File: config.mk
export PLATFORM = sky130hd
export DESIGN_NAME = uart_rx_monitor
export DESIGN_NICKNAME = d
export VERILOG_FILES = /design/src/rtl/uart_pkg.sv /design/src/rtl/sync_fifo.sv /design/src/rtl/uart_rx_monitor.sv
export SDC_FILE = /design/constraint.sdc
export NUM_CORES = 1
export LEC_CHECK = 0
export ABC_AREA = 1
export BUFFER_PORTS_ARGS = -buffer_cell sky130_fd_sc_hd__buf_2
export CORE_UTILIZATION = 30
export CTS_CLUSTER_SIZE = 10
export DETAILED_ROUTE_END_ITERATION = 12
export SETUP_SLACK_MARGIN = 0.1
export SLEW_MARGIN = 20
export SYNTH_ARGS = -nofsm -noshare
export SYNTH_HDL_FRONTEND = slang
export SYNTH_SLANG_ARGS = --single-unit
File: constraint.sdc
create_clock -name clk -period 3.5 [get_ports clk]
set_clock_uncertainty 0.05 [all_clocks]
set_input_delay 0.35 -clock clk [delete_from_list [all_inputs] [get_ports clk]]
set_output_delay 0.35 -clock clk [all_outputs]
set_load 0.01 [all_outputs]
File: src/rtl/uart_pkg.sv
// Shared definitions for the UART receive monitor: parity modes, FSM state
// encoding and the bit-period helper.
package uart_pkg;

    localparam int PAR_NONE = 0;
    localparam int PAR_ODD  = 1;
    localparam int PAR_EVEN = 2;

    typedef enum logic [2:0] {
        S_IDLE      = 3'd0,
        S_START     = 3'd1,
        S_DATA      = 3'd2,
        S_PARITY    = 3'd3,
        S_STOP      = 3'd4,
        S_WAIT_HIGH = 3'd5
    } rx_state_e;

    function automatic int calc_bit_cycles(input int clk_freq, input int baud);
        return clk_freq / baud;
    endfunction

endpackage

File: src/rtl/sync_fifo.sv
// First-word-fall-through synchronous FIFO with occupancy count; the head
// entry is presented on rd_data_o whenever the FIFO is non-empty.
module sync_fifo #(
    parameter int WIDTH = 8,
    parameter int DEPTH = 16
) (
    input  logic                   clk,
    input  logic                   rst,
    input  logic                   wr_en_i,
    input  logic [WIDTH-1:0]       wr_data_i,
    input  logic                   rd_en_i,
    output logic [WIDTH-1:0]       rd_data_o,
    output logic                   rd_valid_o,
    output logic [$clog2(DEPTH):0] count_o,
    output logic                   overflow_o
);
    localparam int AW = $clog2(DEPTH);

    logic [WIDTH-1:0] mem_q [DEPTH];
    logic [AW-1:0]    wr_ptr_q, wr_ptr_d;
    logic [AW-1:0]    rd_ptr_q, rd_ptr_d;
    logic [AW:0]      count_q, count_d;
    logic             empty, full, pop, push;

    assign empty = (count_q == '0);
    assign full  = (count_q == (AW+1)'(DEPTH));
    assign pop   = rd_en_i && !empty;
    // A full FIFO still takes the write when the same cycle frees the head slot.
    assign push       = wr_en_i && (!full || pop);
    assign overflow_o = wr_en_i && full && !pop;

    always_comb begin
        wr_ptr_d = wr_ptr_q;
        rd_ptr_d = rd_ptr_q;
        count_d  = count_q;
        if (push) wr_ptr_d = wr_ptr_q + AW'(1);
        if (pop)  rd_ptr_d = rd_ptr_q + AW'(1);
        if (push && !pop)      count_d = count_q + (AW+1)'(1);
        else if (pop && !push) count_d = count_q - (AW+1)'(1);
    end

    always_ff @(posedge clk) begin
        if (rst) begin
            wr_ptr_q <= '0;
            rd_ptr_q <= '0;
            count_q  <= '0;
        end else begin
            wr_ptr_q <= wr_ptr_d;
            rd_ptr_q <= rd_ptr_d;
            count_q  <= count_d;
        end
    end

    always_ff @(posedge clk) begin
        if (push) mem_q[wr_ptr_q] <= wr_data_i;
    end

    assign rd_data_o  = empty ? '0 : mem_q[rd_ptr_q];
    assign rd_valid_o = !empty;
    assign count_o    = count_q;

endmodule

File: src/rtl/uart_rx_monitor.sv
// UART receiver with configurable frame format, error pulses and FWFT receive
// FIFO. Define UART_RX_MONITOR_PRINT_EN to echo received characters in simulation.
module uart_rx_monitor
    import uart_pkg::*;
#(
    parameter int CLK_FREQ   = 50000000,
    parameter int BAUD       = 115200,
    parameter int DATA_BITS  = 8,
    parameter int PARITY     = 0,
    parameter int STOP_BITS  = 1,
    parameter int FIFO_DEPTH = 16
) (
    input  logic                        clk,
    input  logic                        rst,
    input  logic                        rxd,
    input  logic                        rd_en,
    output logic [DATA_BITS-1:0]        rd_data,
    output logic                        rd_valid,
    output logic [$clog2(FIFO_DEPTH):0] fifo_count,
    output logic                        busy,
    output logic                        frame_err,
    output logic                        parity_err,
    output logic                        overflow
);
    localparam int   BIT_CYCLES  = calc_bit_cycles(CLK_FREQ, BAUD);
    localparam int   HALF_CYCLES = BIT_CYCLES / 2;
    localparam int   CW          = $clog2(BIT_CYCLES);
    localparam logic ODD_SENSE   = (PARITY == PAR_ODD);

    logic                 meta_q, sync_q, prev_q;
    logic                 rx_s, fall;
    rx_state_e            state_q, state_d;
    logic [CW-1:0]        cnt_q, cnt_d;
    logic [2:0]           bit_idx_q, bit_idx_d;
    logic                 stop_idx_q, stop_idx_d;
    logic [DATA_BITS-1:0] shift_q, shift_d;
    logic                 par_acc_q, par_acc_d;
    logic                 perr_q, perr_d;
    logic                 ferr_q, ferr_d;
    logic                 stop_err;
    logic                 done, done_ferr, done_perr, push;
    logic                 fifo_ovf;
    logic                 frame_err_q, parity_err_q, overflow_q;

    assign rx_s     = sync_q;
    assign fall     = prev_q && !sync_q;
    assign stop_err = ferr_q || !rx_s;

    always_ff @(posedge clk) begin
        if (rst) begin
            meta_q <= 1'b1;
            sync_q <= 1'b1;
            prev_q <= 1'b1;
        end else begin
            meta_q <= rxd;
            sync_q <= meta_q;
            prev_q <= sync_q;
        end
    end

    always_comb begin
        state_d    = state_q;
        cnt_d      = cnt_q;
        bit_idx_d  = bit_idx_q;
        stop_idx_d = stop_idx_q;
        shift_d    = shift_q;
        par_acc_d  = par_acc_q;
        perr_d     = perr_q;
        ferr_d     = ferr_q;
        done       = 1'b0;
        done_ferr  = 1'b0;
        done_perr  = 1'b0;
        unique case (state_q)
            S_IDLE: begin
                if (fall) begin
                    state_d = S_START;
                    cnt_d   = CW'(HALF_CYCLES - 1);
                end
            end
            S_START: begin
                if (cnt_q != '0) begin
                    cnt_d = cnt_q - CW'(1);
                end else if (rx_s) begin
                    // Line back high at mid start bit: a glitch, not a frame.
                    state_d = S_IDLE;
                end else begin
                    state_d    = S_DATA;
                    cnt_d      = CW'(BIT_CYCLES - 1);
                    bit_idx_d  = '0;
                    stop_idx_d = 1'b0;
                    par_acc_d  = 1'b0;
                    perr_d     = 1'b0;
                    ferr_d     = 1'b0;
                end
            end
            S_DATA: begin
                if (cnt_q != '0) begin
                    cnt_d = cnt_q - CW'(1);
                end else begin
                    cnt_d     = CW'(BIT_CYCLES - 1);
                    shift_d   = {rx_s, shift_q[DATA_BITS-1:1]};
                    par_acc_d = par_acc_q ^ rx_s;
                    bit_idx_d = bit_idx_q + 3'(1);
                    if (bit_idx_q == 3'(DATA_BITS - 1))
                        state_d = (PARITY != PAR_NONE) ? S_PARITY : S_STOP;
                end
            end
            S_PARITY: begin
                if (cnt_q != '0) begin
                    cnt_d = cnt_q - CW'(1);
                end else begin
                    cnt_d   = CW'(BIT_CYCLES - 1);
                    perr_d  = rx_s ^ par_acc_q ^ ODD_SENSE;
                    state_d = S_STOP;
                end
            end
            S_STOP: begin
                if (cnt_q != '0) begin
                    cnt_d = cnt_q - CW'(1);
                end else if (stop_idx_q == 1'(STOP_BITS - 1)) begin
                    done      = 1'b1;
                    done_ferr = stop_err;
                    done_perr = perr_q;
                    state_d   = stop_err ? S_WAIT_HIGH : S_IDLE;
                end else begin
                    ferr_d     = stop_err;
                    stop_idx_d = 1'b1;
                    cnt_d      = CW'(BIT_CYCLES - 1);
                end
            end
            S_WAIT_HIGH: begin
                // A held-low line (break) must release before a new start is armed.
                if (rx_s) state_d = S_IDLE;
            end
            default: state_d = S_IDLE;
        endcase
    end

    always_ff @(posedge clk) begin
        if (rst) begin
            state_q      <= S_IDLE;
            cnt_q        <= '0;
            bit_idx_q    <= '0;
            stop_idx_q   <= 1'b0;
            par_acc_q    <= 1'b0;
            perr_q       <= 1'b0;
            ferr_q       <= 1'b0;
            frame_err_q  <= 1'b0;
            parity_err_q <= 1'b0;
            overflow_q   <= 1'b0;
        end else begin
            state_q      <= state_d;
            cnt_q        <= cnt_d;
            bit_idx_q    <= bit_idx_d;
            stop_idx_q   <= stop_idx_d;
            par_acc_q    <= par_acc_d;
            perr_q       <= perr_d;
            ferr_q       <= ferr_d;
            frame_err_q  <= done && done_ferr;
            parity_err_q <= done && done_perr;
            overflow_q   <= fifo_ovf;
        end
    end

    always_ff @(posedge clk) begin
        shift_q <= shift_d;
    end

    assign push = done && !done_ferr && !done_perr;

    sync_fifo #(
        .WIDTH (DATA_BITS),
        .DEPTH (FIFO_DEPTH)
    ) u_fifo (
        .clk        (clk),
        .rst        (rst),
        .wr_en_i    (push),
        .wr_data_i  (shift_q),
        .rd_en_i    (rd_en),
        .rd_data_o  (rd_data),
        .rd_valid_o (rd_valid),
        .count_o    (fifo_count),
        .overflow_o (fifo_ovf)
    );

    assign busy       = (state_q != S_IDLE);
    assign frame_err  = frame_err_q;
    assign parity_err = parity_err_q;
    assign overflow   = overflow_q;

`ifdef UART_RX_MONITOR_PRINT_EN
    logic [7:0] print_byte;
    assign print_byte = 8'(shift_q);

    always @(posedge clk) begin
        if (!rst) begin
            if (push && !fifo_ovf) begin
                $write("%c", print_byte);
                if (print_byte == 8'h0A) $display("[%t] line done", $time);
            end
            if (frame_err_q)  $display("[%t] uart_rx_monitor warning: frame error", $time);
            if (parity_err_q) $display("[%t] uart_rx_monitor warning: parity error", $time);
            if (overflow_q)   $display("[%t] uart_rx_monitor warning: byte dropped, fifo full", $time);
        end
    end
`else
    // Synthesizable build: received bytes are only visible through the FIFO.
`endif

endmodule

# After elaboration in Yosys (flattened, before gate mapping)
# Memories as Yosys holds them, arrays and structs flattened. A register that Yosys moved wholly into a read port is not among the register bits.
# Index checks and enable logic that the tools add are counted.
# op_classes
addsub,6
n_eq_ne,19
n_mux,49
n_bitwise,2
reduce_logical,37
# ops
op,n
$mux W9,6
$mux W3,12
$pmux W9 S4,1
$ne A2 B2 Y1 const B,10
$mux W1,18
$pmux W3 S6,1
$reduce_and A4 Y1,4
$logic_and A1 B1 Y1,11
$mux W5,2
$eq A3 B3 Y1 const B,3
$reduce_bool A9 Y1,1
$sub A9 B1 Y9 const B,1
$add A4 B1 Y4 const B,2
$mux W4,2
$mux W8,1
$pmux W1 S2,4
$reduce_and A8 Y1,1
$reduce_bool A2 Y1,4
$logic_not A1 Y1,7
$eq A3 B2 Y1 const B,2
$ne A3 B3 Y1 const B,2
$pmux W3 S2,1
$add A5 B1 Y5 const B,1
$eq A5 B5 Y1 const B,1
other kinds (14),15
# totals
regBits,46
ramBits,128
inputBits,4
out_inout_bits,18
mem_count,1
# mem_list
memory,depth,width,read_ports,rd_clocked_by_memory_dff,write_ports,line,source
u_fifo.mem_q,16,8,1,1,1,sync_fifo.sv:19,logic [WIDTH-1:0] mem_q [DEPTH];

# Longest topological paths before layout
# Gate-level depths: netlist (run 1).
# depth
depth_word,13
depth_mapped,18

# Modules after synthesis
# From an unflattened synthesis (run 1), not the netlist that was laid out.
# unflattened
cells_unflattened,740
hier_area_um2,7613.6
# modules_own_cells
mod,n_inst,cells_per_inst,area_per_inst_um2,seq_area_each_um2
sync_fifo,1,551,6087.1,4184.0
uart_rx_monitor,1,189,1526.5,720.7

# Least setup slack after synthesis (run 1)
# No wires, ideal clock.
# synth_timing
path_kind,reg-to-reg
start,register cnt_q[0]
end,"register u_fifo.count_q[4], in the netlist u_fifo.count_o[4]"
t_arrival_ns,2.352
t_required_ns,3.337
slack_ns,0.985
path_stages_with_launch,18
path_buffers,0
path_cell_list,dfxtp_1 inv_1 ha_1 inv_1 nor2_1 nand2_2 nor2_4 nand3_4 nor2_8 ha_1 inv_1 fa_1 nand3_1 nand2_1 a21oi_1 o21ai_0 nor2_1 nor2_1
# synth_via
elab_chain_cells,10
elab_cells_between_ends,17
# synth_rtl
element,line,source
"start, declared",uart_rx_monitor.sv:33,"logic [CW-1:0] cnt_q, cnt_d;"
"start signal, assigned",uart_rx_monitor.sv:153,cnt_q <= cnt_d;
$reduce_bool A9 Y1 *,uart_rx_monitor.sv:118,if (cnt_q != '0) begin
$mux W1,uart_rx_monitor.sv:118,
$mux W1,uart_rx_monitor.sv:73,unique case (state_q)
$logic_not A1 Y1,uart_rx_monitor.sv:169,assign push = done && !done_ferr && !done_perr;
$logic_and A1 B1 Y1,uart_rx_monitor.sv:169,
$logic_and A1 B1 Y1 *,uart_rx_monitor.sv:169,
$logic_and A1 B1 Y1 *,sync_fifo.sv:29,assign push = wr_en_i && (!full || pop);
via u_fifo.push,sync_fifo.sv:23,"logic empty, full, pop, push;"
$logic_not A1 Y1,sync_fifo.sv:39,else if (pop && !push) count_d = count_q - (AW+1)'(1);
$logic_and A1 B1 Y1,sync_fifo.sv:39,
$reduce_bool A2 Y1 (no line),-,
"end signal, assigned",sync_fifo.sv:50,count_q <= count_d;
"end, declared",sync_fifo.sv:22,"logic [AW:0] count_q, count_d;"
# The timed path passes the listed nets; every way through them passes the cells marked *.
# A chain may end at the register's enable or synchronous reset.

==> flow_summary_export.csv, run 1 <==
group,metric,value,unit
worst_setup_path,cp_top_family,"buffers and inverters",
floorplanning,io_pins,22,
clock_tree,cts_buffer_depth,2,
timing,setup_viol,0,
route,via_per_inst,4.715,
timing,fin_tns_setup,0,ns
floorplanning,rows,57,
route,drt_wl_total,16530,um
yosys,ys_seq_area_share,64.95,%
global_routing,grt_antenna_before_repair,0,
final_layout,final_common_cell,"nand2_1",
clock_tree,cts_buffers,17,
power,vdd_drop_max,0.4182,mV
run_status,status,"finished clean",
worst_setup_path,path_class,"flop to output port",
yosys,async_reset_ff_share,0,%
route,drc,0,
yosys,synth-simple-area-share,21.89,%
worst_setup_path,worstPathArrival,2.51,ns
power,p_leak,3.191,nW
placement,hpwl,10400,um
global_routing,grt_pass1_wl,26410,um
worst_setup_path,crit_top_cell,"nand2_1",
route,antenna_left,0,
clock_tree,post_cts_buffers,0,
yosys,postSynthAreaPerCell,10.27,um^2
route,wl_per_cell,15.12,um
yosys,dominantRegCellSynth,"edfxtp_1",
yosys,synth_edf_count,136,
timing,grt_setup_unrepaired,"no",
clock_tree,worstSkewPairLatency,0.43,ns
global_routing,grt_pass1_vias,4821,
worst_setup_path,path_buf_inv,3,
floorplanning,fp.dieW,160.7,um
timing,worst_slew_pin_slew,0.9031,ns
timing,hold_violations,0,
floorplanning,start_util,30.78,%
final_layout,syn2layout_area_growth,13.57,%
final_layout,drive_gt1_share,11.18,%
route,wl_met1,8129,um
yosys,synth_top_family_by_area,"simple AND/OR/NAND/NOR gates",
yosys,synthMuxAreaShare,0,%
clock_tree,clk_pin_slew,0.06,ns
placement,dpl_worst_slack,0.7191,ns
worst_setup_path,startpoint_type,"flop",
worst_setup_path,cp_data_required_time,3.10,ns
worst_setup_path,crit_slowest_cell,"inv_2",
clock_tree,htreeDepth,4,
route,wl_met3,743,um
route,drt_first_iter_violations,361,
worst_setup_path,path_cells,"inv_2 -> buf_4 -> nand2_1 -> nand3_1 -> nand3_1 -> nand2_1 -> nand2_1 -> a21oi_1 -> buf_2",
yosys,yosysWarnings,0,
clock_tree,cts_root_buffer,"clkbuf_16",
timing,fin_crit_sh,83.12,%
final_layout,n_antenna_cell,0,
placement,gp_congestion,0.8217,
floorplanning,die-height,160.7,um
clock_tree,ctsHoldBuffers,0,
yosys,yosys.area_share.adder,2.419,%
worst_setup_path,max_stage_delay,0.57,ns
yosys,synth_compound_area_share,5.982,%
yosys,ys_types,30,
flow_run,maxCapViolCount,0,
timing,setup_ws,0.5909,ns
power,power,0.006035,W
yosys,synth-xor-area-share,0.9279,%
global_routing,overflow,0,
global_routing,grt_max_degree,65,
placement,io_buffers,21,
power,p_per_area,703.7,nW/um^2
yosys,synth_cells,735,
final_layout,fin_nets,774,
yosys,ys_seq_elements,177,
route,via_count,5154,
timing,maxSlewViolCount,0,
clock_tree,cts_tree,"done",
worst_setup_path,end_kind,"output port",
yosys,netlist_area,7551,um^2
route,met2_length,7468,um
final_layout,final_cell_mix,"197 x nand2_1, 136 x edfxtp_1, 80 x nand3_1, 64 x nor2_1, 50 x a21oi_1",
yosys,synth_fp_nets,753,
timing,fin_crit,2.909,ns
route,dr.max_layer_used,"met4",
clock_tree,cts_sinks,177,
timing,timing.fmax,343.8,MHz
floorplanning,dieArea,25810,um^2
global_routing,grt_usage,13.43,%
worst_setup_path,path_max_fanout,43,
route,drtPass1Iterations,5,
floorplanning,core_area,24530,um^2
min_path,hold_path_class,"input port to flop",
clock_tree,cts_resized,0,
final_layout,utilization,34.96,%
timing,slew_headroom,39.72,%
timing,hold_ws,0.04399,ns
## cell usage after synthesis, drive strengths merged (2+ instances only)
cell | n | area share (%)
nand2 | 203 | 10
edfxtp | 136 | 54
nand3 | 84 | 6.0
nor2 | 73 | 4.2
a21oi | 50 | 3.3
inv | 44 | 2.2
dfxtp | 41 | 11
o21ai | 27 | 1.8
clkbuf | 18 | 0.91
ha | 13 | 2.2
buf | 11 | 0.73
o31ai | 8 | 0.80
nand4 | 7 | 0.58
xor2 | 6 | 0.70
nor3 | 5 | 0.33
or2 | 5 | 0.41
xnor2 | 2 | 0.23
## routing by layer
metal,up-vias,track usage [%]
met5,-,0
met4,0,4.242
met3,16,3.202
met2,116,19.91
met1,2469,19.24
li1,2553,-
## flip-flops by register name (all words and copies together) (netlist names), 3 cells and up, named ones only
| signal | flops |
|---|---|
| u_fifo.count_o | 5 |
| cnt_q | 9 |
| u_fifo.mem_q | 128 |
| bit_idx_q | 3 |
| u_fifo.rd_ptr_q | 4 |
| u_fifo.wr_ptr_q | 4 |
| state_q | 3 |
| shift_q | 8 |
## worst paths after layout
kind | start | to | slack (ns) | cells past startpoint
setup reg to reg | cnt_q[0] | u_fifo.count_o[4] | 0.67 | 17
hold / removal | rxd | meta_q | 0.04 | 2
setup / recovery | flop | rd_data[1] | 0.59 | 9
hold reg to reg | meta_q | rx_s | 0.37 | 1
## cell families after synthesis
family	after synthesis
xor gates and xnor gates	8
and+or+nand+nor	377
buffers and inverters	73
DFF	177
adders and majority gates	14
AOI/OAI and AO/OA	86
## worst register-to-register path, delay by kind of cell, from the launching register on
family	cells	cell delay, ns
compound gates	1	0.23
fa+ha+maj	3	0.78
buf+inv	3	0.29
flops	1	0.32
simple gates	10	1.05
## through the flow
stage               instance area (um^2)  cells
finish                              8576   1093
global route                        8576   1093
CTS                                 8576   1093
detailed placement                  8014   1061
global placement                    8014   1061
floorplan                           7551    735
## layout make-up
class | instances | area [um^2]
multi-input combinational | 485 | 2357
fill | 2452 | 15960
clock inverter | 13 | 128.9
clock buffer | 19 | 432.9
sequential | 177 | 4906
timing repair buffer | 31 | 180.2
tap | 324 | 405.4
inverter | 44 | 165.2
## power breakdown
group          switching [W]  total (W)  internal [W]
sequential         0.0000932    0.00242       0.00232
clock               0.000838    0.00183      0.000995
combinational        0.00121    0.00178      0.000573
No activity file was read; power rests on OpenSTA's default activity.
==> inputs of run 2 (changes only) <==
==> constraint.sdc (replaced) <==
create_clock -name clk -period 2.6 [get_ports clk]
set_clock_uncertainty 0.05 [all_clocks]
set_input_delay 0.26 -clock clk [delete_from_list [all_inputs] [get_ports clk]]
set_output_delay 0.26 -clock clk [all_outputs]
set_load 0.01 [all_outputs]
==> run 2 against run 1 <==
  * Clock power increased by 38%
  * Count of clock-buffer cells in the layout decreased by 2
  * Setup slack got worse by 0.41 ns
  * Critical path depth decreased by 4
  * Register-to-register slack got worse by 0.46 ns
  * Routed wire length increased by 7.9%
  * Cell area increased by 5.1%
  * Sequential power increased by 37%
  * Highest routed layer unchanged
==> flow_summary_export.csv, run 2 (synthesized netlist as in run 1, its figures left out) <==
group,metric,value,unit
min_path,hold_start,"rd_en",
placement,dpl_worst_slack,0.07903,ns
worst_setup_path,crit_slowest_cell,"dfxtp_1",
worst_setup_path,path_class,"flop to output port",
power,power,0.008606,W
min_path,holdPathEnd,"overflow",
final_layout,largest_register_ffs,128,
clock_tree,cts_buffer_depth,2,
clock_tree,clk_pin_slew,0.07,ns
worst_setup_path,cp_data_required_time,2.29,ns
clock_tree,htreeDepth,4,
worst_setup_path,reg2reg_to,"u_fifo.count_o[4]",
flow_run,maxCapViolCount,0,
floorplanning,fp.dieW,160.7,um
global_routing,overflow,0,
run_status,status,"finished clean",
timing,maxSlewViolCount,0,
final_layout,reg_top3,"u_fifo.mem_q x128, cnt_q x9, shift_q x8",
timing,timing.fmax,413.4,MHz
power,p_per_area,955.0,nW/um^2
global_routing,grt_max_degree,65,
final_layout,top_register,"u_fifo.mem_q",
route,wl_per_cell,15.86,um
placement,dp.cells,1078,
placement,gp_congestion,0.8010,
timing,grt_setup_unrepaired,"yes",
clock_tree,cts_sinks,177,
timing,slew_headroom,52.15,%
clock_tree,cts_root_buffer,"clkbuf_16",
worst_setup_path,path_cells,"clkinvlp_4 -> buf_4 -> o31ai_1 -> a21oi_1 -> buf_2",
floorplanning,die-height,160.7,um
timing,fin_crit,2.419,ns
power,p_int,0.005510,W
route,drc,0,
floorplanning,rows,57,
power,seq_power_share,38.5,%
final_layout,syn2layout_area_growth,19.34,%
global_routing,grt_antenna_before_repair,0,
worst_setup_path,rr_startpoint,"cnt_q[1]",
worst_setup_path,startpoint_type,"flop",
route,via_count,5307,
timing,worst_slew_pin_slew,0.7177,ns
final_layout,final_common_cell,"nand2_1",
worst_setup_path,path_max_fanout,8,
placement,io_buffers,21,
worst_setup_path,rr_worst_depth,18,
power,vdd_drop_max,0.4713,mV
floorplanning,start_util,30.78,%
route,drt_wl_total,17850,um
worst_setup_path,end_kind,"output port",
final_layout,n_antenna_cell,0,
final_layout,drive_gt1_share,16.23,%
timing,fin_crit_sh,93.03,%
route,via_per_inst,4.717,
power,clock_power_share,29.3,%
worst_setup_path,worstPathArrival,2.11,ns
global_routing,grt_pass1_wl,27380,um
placement,hpwl,10450,um
final_layout,fin_nets,806,
worst_setup_path,max_stage_delay,0.55,ns
timing,setup_viol,0,
power,p_leak,3.395,nW
timing,hold_violations,0,
power,switching_power,0.003096,W
min_path,worstHoldPathCells,4,
floorplanning,dieArea,25810,um^2
global_routing,grt_pass1_vias,4901,
timing,fin_tns_setup,0,ns
timing,setup_ws,0.1812,ns
min_path,hold_path_class,"input port to flop",
worst_setup_path,ff2ff_setup_slack,0.21,ns
global_routing,grt_usage,13.79,%
final_layout,final_cells,1125,
floorplanning,io_pins,22,
floorplanning,core_area,24530,um^2
clock_tree,cts_tree,"done",
final_layout,final_cell_mix,"197 x nand2_1, 136 x edfxtp_1, 80 x nand3_1, 64 x nor2_1, 50 x a21oi_1",
clock_tree,cts_buffers,17,
route,drtPass1Iterations,5,
power,p_sw_share,35.97,%
power,pwr-share-comb,32.2,%
route,drt_first_iter_violations,409,
clock_tree,worstSkewPairLatency,0.43,ns
route,antenna_left,0,
==> run 2: changes by cell type in the layout (fill, tap and decap cells not counted), sizes merged <==
cell / delta
clkinv: +3
clkinvlp: +3
inv: -2
dlygate4sd3: +1
clkbuf: +2
buf: +25
==> run 2: metrics by stage <==
stage | util, % | hold WS, ns | area [um^2]
detailed placement | 33.30 | 0.3606 | 8169
CTS | 36.00 | 0.1125 | 8831
finish | 36.73 | 0.1299 | 9011
global placement | 33.30 | 0.3575 | 8169
global route | 36.73 | 0.1205 | 9011
floorplan | - | 0.3138 | 7553
==> run 2: per-layer routing <==
layer | vias up | part of all wire [%] | global-route usage [%] | wire (um)
met2 | 133 | 47 | 21.55 | 8305
met4 | 0 | 0.73 | 2.987 | 130
met3 | 12 | 5.8 | 3.357 | 1037
met1 | 2550 | 47 | 19.31 | 8370
met5 | - | 0 | 0 | 0
li1 | 2612 | - | - | -
==> run 2: power by group through the flow <==
stage | clock network [W] | registers (W) | logic [W]
after floorplan | 0 | 0.00331 | 0.00172
after global placement | 0 | 0.00331 | 0.00250
after detailed placement | 0 | 0.00332 | 0.00250
after CTS | 0.00258 | 0.00328 | 0.00259
after global routing | 0.00266 | 0.00333 | 0.00310
final | 0.00252 | 0.00332 | 0.00277
==> run 2: worst max-delay path: cells and delay by family (launching register included) <==
| family | cells | cell delay [ns] |
|---|---|---|
| compound gates | 2 | 0.51 |
| flops | 1 | 0.55 |
| buf+inv | 3 | 0.61 |
==> run 2: repair_timing <==
action                     in CTS  in global routing
setup endpoints to repair      10                 10
pin swaps                       0                  3
gates cloned                    1                  5
hold buffers                    1                  0
setup buffers                   4                  4
resized for setup               9                 14
hold endpoints to repair        1                  0
==> run 2: how the worst max path moves through the flow <==
stage	startpoint	end	slack, ns	cells after the start
final	flop	rd_data[5]	0.18	5
after floorplan	cnt_q[0]	u_fifo.count_o[4]	0.12	17
after detailed placement	cnt_q[1]	u_fifo.count_o[4]	0.08	17
after global routing	cnt_q[1]	u_fifo.count_o[4]	0.009	18
after CTS	flop	rd_data[2]	0.10	6
after global placement	cnt_q[1]	u_fifo.count_o[4]	0.09	17
==> run 2: final cells by class <==
cell class	count	area, um^2
timing repair inverter	2	15.01
fill	2443	15520
timing repair buffer	61	510.5
clock buffer	17	425.4
multi-input combinational	485	2402
inverter	44	187.7
clock inverter	15	152.6
tap	324	405.4
sequential	177	4912
